--- src/rtl/cpu_mem_arbiter_pkg.sv ---
// Shared state/owner encodings and counter sizing for the CPU memory-port arbiter.
// Imported by the arbiter top and its pick sub-module.
package cpu_mem_arbiter_pkg;

    typedef enum logic [1:0] {
        ARB_IDLE = 2'd0,
        ARB_REQ  = 2'd1,
        ARB_RESP = 2'd2
    } arb_state_e;

    typedef enum logic [1:0] {
        OWN_NONE = 2'd0,
        OWN_I    = 2'd1,
        OWN_D    = 2'd2
    } arb_owner_e;

    // Wide enough for the largest supported MAX_WAIT (15).
    localparam int STARVE_W = 4;

    function automatic logic [STARVE_W-1:0] starve_sat_inc(
        input logic [STARVE_W-1:0] cnt,
        input logic [STARVE_W-1:0] limit
    );
        return (cnt >= limit) ? limit : cnt + STARVE_W'(1);
    endfunction

endpackage

--- src/rtl/cpu_mem_arbiter_if.sv ---
// Bundle of fetch, data and downstream memory signals around the arbiter.
// slave = arbiter view; master = CPU wrapper plus memory environment view.
interface cpu_mem_arbiter_if #(
    parameter int AW = 32,
    parameter int DW = 32
);
    logic              i_req;
    logic [AW-1:0]     i_addr;
    logic              i_gnt;
    logic              i_rvalid;

    logic              d_req;
    logic [AW-1:0]     d_addr;
    logic [DW-1:0]     d_wdata;
    logic [DW/8-1:0]   d_wstrb;
    logic              d_gnt;
    logic              d_rvalid;

    logic [DW-1:0]     rdata;

    logic              m_req;
    logic [AW-1:0]     m_addr;
    logic [DW-1:0]     m_wdata;
    logic [DW/8-1:0]   m_wstrb;
    logic              m_gnt;
    logic              m_rvalid;
    logic [DW-1:0]     m_rdata;

    modport slave (
        input  i_req, i_addr, d_req, d_addr, d_wdata, d_wstrb,
        input  m_gnt, m_rvalid, m_rdata,
        output i_gnt, i_rvalid, d_gnt, d_rvalid, rdata,
        output m_req, m_addr, m_wdata, m_wstrb
    );

    modport master (
        output i_req, i_addr, d_req, d_addr, d_wdata, d_wstrb,
        output m_gnt, m_rvalid, m_rdata,
        input  i_gnt, i_rvalid, d_gnt, d_rvalid, rdata,
        input  m_req, m_addr, m_wdata, m_wstrb
    );

endinterface

--- src/rtl/cpu_mem_arbiter_pick.sv ---
// Data-first priority pick with a saturating starvation counter that
// forces an instruction fetch after MAX_WAIT data grants taken while fetch waits.
module cpu_mem_arb_pick
    import cpu_mem_arbiter_pkg::*;
#(
    parameter int MAX_WAIT = 4
) (
    input  logic clk,
    input  logic rst_n,
    input  logic i_req,
    input  logic d_req,
    input  logic grant_fire,
    input  logic grant_is_d,
    output logic pick_i,
    output logic pick_d
);

    localparam logic [STARVE_W-1:0] LIMIT = STARVE_W'(MAX_WAIT);

    logic [STARVE_W-1:0] r_starve_cnt;
    logic                w_starved;

    assign w_starved = i_req && (r_starve_cnt == LIMIT);
    assign pick_d    = d_req && !w_starved;
    assign pick_i    = i_req && !pick_d;

    // The counter only measures data grants that overtook a waiting fetch.
    always_ff @(posedge clk or negedge rst_n) begin
        if (!rst_n) begin
            r_starve_cnt <= '0;
        end else if (!i_req) begin
            r_starve_cnt <= '0;
        end else if (grant_fire) begin
            if (grant_is_d) begin
                r_starve_cnt <= starve_sat_inc(r_starve_cnt, LIMIT);
            end else begin
                r_starve_cnt <= '0;
            end
        end
    end

endmodule

--- src/rtl/cpu_mem_arbiter.sv ---
// Shares one memory port between instruction fetch and data access, one access
// outstanding at a time, routing each response back to the requester that issued it.
module cpu_mem_arbiter
    import cpu_mem_arbiter_pkg::*;
#(
    parameter int AW       = 32,
    parameter int DW       = 32,
    parameter int MAX_WAIT = 4
) (
    input  logic              clk,
    input  logic              rst_n,
    cpu_mem_arbiter_if.slave  bus
);

    arb_state_e       r_state;
    arb_state_e       w_state_next;
    arb_owner_e       r_owner;
    logic [AW-1:0]    r_addr;
    logic [DW-1:0]    r_wdata;
    logic [DW/8-1:0]  r_wstrb;

    logic w_pick_i;
    logic w_pick_d;
    logic w_pick_any;
    logic w_grant_fire;
    logic w_resp_fire;
    logic w_arb_point;

    assign w_grant_fire = (r_state == ARB_REQ)  && bus.m_gnt;
    assign w_resp_fire  = (r_state == ARB_RESP) && bus.m_rvalid;
    assign w_arb_point  = (r_state == ARB_IDLE) || w_resp_fire;
    assign w_pick_any   = w_pick_i || w_pick_d;

    cpu_mem_arb_pick #(
        .MAX_WAIT (MAX_WAIT)
    ) u_pick (
        .clk        (clk),
        .rst_n      (rst_n),
        .i_req      (bus.i_req),
        .d_req      (bus.d_req),
        .grant_fire (w_grant_fire),
        .grant_is_d (r_owner == OWN_D),
        .pick_i     (w_pick_i),
        .pick_d     (w_pick_d)
    );

    always_ff @(posedge clk or negedge rst_n) begin
        if (!rst_n) begin
            r_state <= ARB_IDLE;
        end else begin
            r_state <= w_state_next;
        end
    end

    always_comb begin
        w_state_next = r_state;
        bus.m_req    = 1'b0;
        bus.i_gnt    = 1'b0;
        bus.d_gnt    = 1'b0;
        bus.i_rvalid = 1'b0;
        bus.d_rvalid = 1'b0;
        bus.rdata    = '0;
        unique case (r_state)
            ARB_IDLE: begin
                if (w_pick_any) begin
                    w_state_next = ARB_REQ;
                end
            end
            ARB_REQ: begin
                bus.m_req = 1'b1;
                bus.i_gnt = bus.m_gnt && (r_owner == OWN_I);
                bus.d_gnt = bus.m_gnt && (r_owner == OWN_D);
                if (bus.m_gnt) begin
                    w_state_next = ARB_RESP;
                end
            end
            ARB_RESP: begin
                bus.i_rvalid = bus.m_rvalid && (r_owner == OWN_I);
                bus.d_rvalid = bus.m_rvalid && (r_owner == OWN_D);
                // Completion doubles as the next arbitration point: no idle bubble.
                if (bus.m_rvalid) begin
                    w_state_next = w_pick_any ? ARB_REQ : ARB_IDLE;
                end
            end
            default: begin
                w_state_next = ARB_IDLE;
            end
        endcase
        if (bus.i_rvalid || bus.d_rvalid) begin
            bus.rdata = bus.m_rdata;
        end
    end

    // Payload is captured only at arbitration points so it stays stable through REQ.
    always_ff @(posedge clk or negedge rst_n) begin
        if (!rst_n) begin
            r_owner <= OWN_NONE;
            r_addr  <= '0;
            r_wdata <= '0;
            r_wstrb <= '0;
        end else if (w_arb_point) begin
            if (w_pick_d) begin
                r_owner <= OWN_D;
                r_addr  <= bus.d_addr;
                r_wdata <= bus.d_wdata;
                r_wstrb <= bus.d_wstrb;
            end else if (w_pick_i) begin
                r_owner <= OWN_I;
                r_addr  <= bus.i_addr;
                r_wdata <= '0;
                r_wstrb <= '0;
            end else begin
                r_owner <= OWN_NONE;
            end
        end
    end

    assign bus.m_addr  = r_addr;
    assign bus.m_wdata = r_wdata;
    assign bus.m_wstrb = r_wstrb;

endmodule

--- src/flat_wrapper.sv ---
// flat-port wrapper written by rule: the top's interface ports become plain ports
module cpu_mem_arbiter_flat import cpu_mem_arbiter_pkg::*;
#(
    parameter int AW       = 32,
    parameter int DW       = 32,
    parameter int MAX_WAIT = 4
)
  (clk, rst_n, bus_i_req, bus_i_addr, bus_d_req, bus_d_addr, bus_d_wdata, bus_d_wstrb, bus_m_gnt, bus_m_rvalid, bus_m_rdata, bus_i_gnt, bus_i_rvalid, bus_d_gnt, bus_d_rvalid, bus_rdata, bus_m_req, bus_m_addr, bus_m_wdata, bus_m_wstrb);
  cpu_mem_arbiter_if #(.AW(AW), .DW(DW)) bus_i ();
  input  logic clk;
  input  logic rst_n;
  input wire logic [$bits(bus_i.i_req)-1:0] bus_i_req;
  input wire logic [$bits(bus_i.i_addr)-1:0] bus_i_addr;
  input wire logic [$bits(bus_i.d_req)-1:0] bus_d_req;
  input wire logic [$bits(bus_i.d_addr)-1:0] bus_d_addr;
  input wire logic [$bits(bus_i.d_wdata)-1:0] bus_d_wdata;
  input wire logic [$bits(bus_i.d_wstrb)-1:0] bus_d_wstrb;
  input wire logic [$bits(bus_i.m_gnt)-1:0] bus_m_gnt;
  input wire logic [$bits(bus_i.m_rvalid)-1:0] bus_m_rvalid;
  input wire logic [$bits(bus_i.m_rdata)-1:0] bus_m_rdata;
  output wire logic [$bits(bus_i.i_gnt)-1:0] bus_i_gnt;
  output wire logic [$bits(bus_i.i_rvalid)-1:0] bus_i_rvalid;
  output wire logic [$bits(bus_i.d_gnt)-1:0] bus_d_gnt;
  output wire logic [$bits(bus_i.d_rvalid)-1:0] bus_d_rvalid;
  output wire logic [$bits(bus_i.rdata)-1:0] bus_rdata;
  output wire logic [$bits(bus_i.m_req)-1:0] bus_m_req;
  output wire logic [$bits(bus_i.m_addr)-1:0] bus_m_addr;
  output wire logic [$bits(bus_i.m_wdata)-1:0] bus_m_wdata;
  output wire logic [$bits(bus_i.m_wstrb)-1:0] bus_m_wstrb;
  assign bus_i.i_req = bus_i_req;
  assign bus_i.i_addr = bus_i_addr;
  assign bus_i.d_req = bus_d_req;
  assign bus_i.d_addr = bus_d_addr;
  assign bus_i.d_wdata = bus_d_wdata;
  assign bus_i.d_wstrb = bus_d_wstrb;
  assign bus_i.m_gnt = bus_m_gnt;
  assign bus_i.m_rvalid = bus_m_rvalid;
  assign bus_i.m_rdata = bus_m_rdata;
  assign bus_i_gnt = bus_i.i_gnt;
  assign bus_i_rvalid = bus_i.i_rvalid;
  assign bus_d_gnt = bus_i.d_gnt;
  assign bus_d_rvalid = bus_i.d_rvalid;
  assign bus_rdata = bus_i.rdata;
  assign bus_m_req = bus_i.m_req;
  assign bus_m_addr = bus_i.m_addr;
  assign bus_m_wdata = bus_i.m_wdata;
  assign bus_m_wstrb = bus_i.m_wstrb;
  cpu_mem_arbiter #(.AW(AW), .DW(DW), .MAX_WAIT(MAX_WAIT)) u_core (.clk(clk), .rst_n(rst_n), .bus(bus_i));
endmodule
--- config.mk ---
export PLATFORM = sky130hd
export DESIGN_NAME = cpu_mem_arbiter_flat
export DESIGN_NICKNAME = d
export VERILOG_FILES = /design/src/rtl/cpu_mem_arbiter_pkg.sv /design/src/rtl/cpu_mem_arbiter_if.sv /design/src/rtl/cpu_mem_arbiter_pick.sv /design/src/rtl/cpu_mem_arbiter.sv /design/src/flat_wrapper.sv
export SDC_FILE = /design/constraint.sdc
export NUM_CORES = 1
export LEC_CHECK = 0
export ABC_CLOCK_PERIOD_IN_PS = 3500
export BUFFER_PORTS_ARGS = -buffer_cell sky130_fd_sc_hd__buf_4
export CAP_MARGIN = 20
export CORE_ASPECT_RATIO = 0.9
export CORE_MARGIN = 2
export CORE_UTILIZATION = 45
export CTS_BUF_LIST = sky130_fd_sc_hd__clkbuf_4 sky130_fd_sc_hd__clkbuf_8 sky130_fd_sc_hd__clkbuf_16
export CTS_CLUSTER_DIAMETER = 80
export DETAILED_ROUTE_END_ITERATION = 8
export PLACE_DENSITY = 0.95
export SYNTH_ARGS = -nofsm -noshare
export SYNTH_HDL_FRONTEND = slang
export SYNTH_SLANG_ARGS = --single-unit
export TNS_END_PERCENT = 5
--- constraint.sdc ---
create_clock -name clk -period 3.5 [get_ports clk]
set_input_delay 0.875 -clock clk [delete_from_list [all_inputs] [get_ports clk]]
set_output_delay 0.875 -clock clk [all_outputs]
set_load 0.01 [all_outputs]
Word level (Yosys, flattened, before mapping)
Index checks and enable logic that the tools add are counted.
{"block": "totals", "register_bits": 76, "latchBits": 0, "ram_bits": 0, "mem_bits_ro": 0, "in_bits": 138, "word_cells": 58, "memories": 0}
{"block": "op_classes", "n_addsub": 1, "mul": 0, "div_mod_pow": 0, "order_cmp": 1, "n_eq_ne": 9, "shift": 0, "muxes": 23, "bitwise": 0, "n_reduce_logical": 18}
{"operator": "$mux 32", "n": 5}
{"operator": "$mux 4", "n": 6}
{"operator": "$logic_and 1x1->1", "n": 9}
{"operator": "$mux 2", "n": 4}
{"operator": "$mux 1", "n": 7}
{"operator": "$pmux 2 s3", "n": 1}
{"operator": "$add 4x1->4 const B", "n": 1}
{"operator": "$eq 2x1->1 const B", "n": 2}
{"operator": "$eq 2x2->1 const B", "n": 2}
{"operator": "$eq 4x3->1 const B", "n": 1}
{"operator": "$ge 4x3->1 const B", "n": 1}
{"operator": "$ne 2x1->1 const B", "n": 2}
{"operator": "$ne 2x2->1 const B", "n": 2}
{"operator": "$logic_or 1x1->1", "n": 3}
{"operator": "$reduce_and 3->1", "n": 1}
{"operator": "$logic_not 1->1", "n": 2}
{"operator": "$logic_not 2->1", "n": 1}
{"operator": "$reduce_and 2->1", "n": 1}
{"operator": "$reduce_bool 2->1", "n": 1}

Logic depth before layout (Yosys ltp)
{"block": "logic_depth", "ltp_word": 10, "depth_mapped": 7, "ltp_nobuf": 5}

By module
Synthesis repeated with hierarchy kept, for this count alone.
{"block": "hier_totals", "hier_cells": 270, "hier_area_um2": 3525.9}
{"module": "cpu_mem_arbiter", "n_inst": 1, "cells_each": 248, "area_per_inst_um2": 3300.7}
{"module": "cpu_mem_arb_pick", "n_inst": 1, "cells_each": 22, "area_per_inst_um2": 225.2}

Worst setup path after synthesis
OpenSTA, ideal clock, no wires.
{"block": "synth_path", "kind": "input-to-output", "start": "input port bus_m_rvalid", "end": "output port bus_rdata[0]", "arrival_ns": 1.609, "t_required_ns": 2.625, "setup_slack_ns": 1.016, "path_stages": 4, "n_path_buf": 1, "cell_sequence": "nand3b_1 a21oi_1 clkbuf_1 and2_1"}
{"block": "synth_between", "elab_chain_len": 4, "elab_cells_between_ends": 6, "classes_between": "mux (3); reduce/logical (3)"}
{"item": "from (decl)", "line": "flat_wrapper.sv:19", "text": "input wire logic [$bits(bus_i.m_rvalid)-1:0] bus_m_rvalid;"}
{"item": "$logic_and 1x1->1, on equally long branches", "line": "cpu_mem_arbiter.sv:78, cpu_mem_arbiter.sv:79"}
{"item": "$mux 1", "line": "cpu_mem_arbiter.sv:63", "text": "unique case (r_state)"}
{"item": "$logic_or 1x1->1 (*)", "line": "cpu_mem_arbiter.sv:89", "text": "if (bus.i_rvalid || bus.d_rvalid) begin"}
{"item": "$mux 32 (*)", "line": "cpu_mem_arbiter.sv:89"}
{"item": "to (decl)", "line": "flat_wrapper.sv:25", "text": "output wire logic [$bits(bus_i.rdata)-1:0] bus_rdata;"}
Mark *: on every way between the ends. The rest lies on a longest branch, timed or not.

Worst setup path after layout
{"block": "layout_path", "start": "input port bus_m_rvalid", "end": "output port bus_rdata[18]"}
The elaborated chain is that of the path after synthesis.

==> results.cfg <==
[power_and_ir_drop]
seq_power_share = 0.364
total_power_uw = 4125
switchingPower_uw = 1457
p_per_area_nw_per_um2 = 731.9
combinationalPowerShare = 0.447
peakVddDrop_uv = 353.1
p_leak_uw = 0.002782
intPower_uw = 2668
pwr-share-clk = 0.189
swShare = 0.3532

[cts]
path_clk_slew_ns = 0.08
root_buffer = clkbuf_8
insertion_delay_ns = 0.33
h-tree-depth = 3
cts.sinks = 76
post_cts_resized = 0
clockBufferDepth = 2
cts_tree = built
holdBufCountCts = 0
cts_buffers = 9
cts_setup_buffers = 0

[placement]
place_hpwl_um = 8673
place_ws_ns = 0.8438
io_buffers = 242
gp_congestion = 0.8059

[layout]
diodes = 0
layout.nets = 716
layout_commonest_cell = buf_4
drive_gt1_frac = 0.4621
final_cell_mix = buf_4 (250), dfrtp_1 (76), a31oi_1 (64), a22o_1 (36), nand3_1 (35)
area_growth_pct = 56.42
fillers = 525

[die]
core_um2 = 7657
die_y_um = 88.90
fp.dieW_um = 98.33
ios = 243
dieArea_um2 = 8741
num_rows = 30
initial_core_util = 0.4706

[synth]
avgSynthCellArea_um2 = 10.15
ys_warn_count = 0
netlist_area_um2 = 3603
ys_seq_elements = 76
synthCells = 355
synthDistinctLibCells = 30
synth_nets = 495
synth.yosys.seq_area_share = 0.5278

[timing]
rsz0062_at_grt = no
fin_ws_ns = 0.8188
slew_violations = 0
fmax_ghz = 0.3730
fin_crit_sh = 0.7660
period_needed_ns = 2.681
setup_viol = 0
finalHoldViolations = 0
skew_ns = 0.006089
worst_pin_slew_ns = 0.9365
slew_headroom = 0.3757
fin_tns_setup_ns = 0

[setup_path]
cp-start-kind = primary input
crit_type = in2out
worstPathMaxFanout = 32
crit_path_end_kind = output port
worstPathRequired_ns = 2.62
arrival_ns = 1.81
r2r_slack_ns = 1.58

[grt]
grt_pass1_vias = 3594
track_usage = 0.2647
grt-ovfl-total = 0
grt_max_degree = 77
grt_pass1_wl_um = 18370
antenna_found_initial = 0

[detailed_routing]
viasPerCell = 5.614
drt_wl_total_um = 11950
route.vias.total = 3795
avgRoutedWirePerCell_um = 17.68
drt_iter0_markers = 318
drc = 0
final_antenna_net_count = 0
drtPass1Iterations = 5

[run_status]
outcome = completed

[run]
maxCapViolations = 0

[min_path]
hold_class = reg2reg
[through the flow]
step / utilization / hold slack, ns / instance area, um2 / cells
after floorplan: - / 0.4638 / 3603 / 355
after global placement: 0.7051 / 0.4801 / 5399 / 661
after detailed placement: 0.7051 / 0.4931 / 5399 / 661
after CTS: 0.7361 / 0.5111 / 5637 / 676
after global routing: 0.7361 / 0.5205 / 5637 / 676
final: 0.7361 / 0.5099 / 5637 / 676
[metal layers]
metal,up-vias,share of wire,global-route usage
li1,1765,-,-
met1,1773,0.41,0.3784
met2,237,0.48,0.4106
met3,20,0.091,0.06489
met4,0,0.016,0.07223
met5,-,0,0
[kinds of logic after synthesis]
kind of cell,after synthesis,synth area share
AOI/OAI and AO/OA,142,0.2590
buffers and inverters,44,0.06007
adders and majority gates,2,0.006943
and+or+nand+nor,91,0.1462
DFF,76,0.5278
[path summary, 6_finish.rpt]
path,from,endpoint,cells after the start
setup reg to reg,u_core.u_pick.r_starve_cnt[0]$_DFFE_PN0P_,u_core.bus.m_wdata[14]$_DFFE_PN0P_,7
max in group asynchronous,rst_n,u_core.bus.m_wdata[5]$_DFFE_PN0P_,1
setup / recovery,bus_m_rvalid,bus_rdata[18],6
hold reg to reg,u_core.r_owner[1]$_DFFE_PN0P_,u_core.r_owner[1]$_DFFE_PN0P_,1
min in group asynchronous,rst_n,u_core.bus.m_wdata[19]$_DFFE_PN0P_,1
hold / removal,u_core.r_owner[1]$_DFFE_PN0P_,u_core.r_owner[1]$_DFFE_PN0P_,1
[power groups by stage]
stage | logic, uW | registers [uW] | clock network [uW]
floorplan | 776 | 1640 | 0
global placement | 1810 | 1490 | 0
detailed placement | 1840 | 1510 | 0
CTS | 1850 | 1500 | 798
global route | 1990 | 1550 | 844
finish | 1840 | 1500 | 781
[cells in the mapped netlist]
| library cell | number | share of area |
|---|---|---|
| a21boi_0 | 1 | 0.0021 |
| inv_1 | 2 | 0.0021 |
| nor2_1 | 5 | 0.0052 |
| nor4_4 | 1 | 0.0059 |
| nand3_1 | 35 | 0.049 |
| buf_6 | 5 | 0.016 |
| or2_1 | 1 | 0.0017 |
| nor2b_1 | 1 | 0.0017 |
| o21ai_1 | 7 | 0.0097 |
| nor3_1 | 1 | 0.0014 |
| nand2_1 | 4 | 0.0042 |
| inv_2 | 2 | 0.0021 |
| and2_1 | 32 | 0.056 |
| or3_1 | 1 | 0.0017 |
| nand4b_1 | 1 | 0.0024 |
| a21o_1 | 1 | 0.0021 |
| a31oi_1 | 64 | 0.11 |
| and4b_1 | 1 | 0.0028 |
| buf_2 | 11 | 0.015 |
| nand2b_1 | 3 | 0.0052 |
| a22o_1 | 36 | 0.087 |
| clkbuf_1 | 24 | 0.025 |
| dfrtp_1 | 76 | 0.53 |
| nand3b_1 | 2 | 0.0042 |
| and3_1 | 2 | 0.0035 |
| or4_1 | 1 | 0.0021 |
| o31ai_1 | 1 | 0.0021 |
| ha_1 | 2 | 0.0069 |
| o21ai_0 | 31 | 0.043 |
| a21oi_1 | 1 | 0.0014 |
[flip-flops by register name (all words and copies together), names as in the netlist]
signal and cells:
u_core.bus.m_addr 32, u_core.bus.m_wstrb 4, u_core.r_owner 2, u_core.bus.m_wdata 32, u_core.u_pick.r_starve_cnt 4, u_core.r_state 2
[critical path, cell delays in order]
cell      delay (ns)
buf_4           0.09
nand3b_1        0.11
a21oi_1         0.14
buf_4           0.27
and2_1          0.18
buf_4           0.13
[area by class of cell]
type	instances	area [um2]	share of cell area
inverter	4	15.01	0.002664
multi-input combinational	235	1485	0.2635
clock buffer	9	123.9	0.02198
sequential	76	1902	0.3374
clock inverter	6	113.9	0.02020
timing repair buffer	250	1877	0.3330
tap	96	120.1	0.02131
No activity file was read; power rests on OpenSTA's default activity.
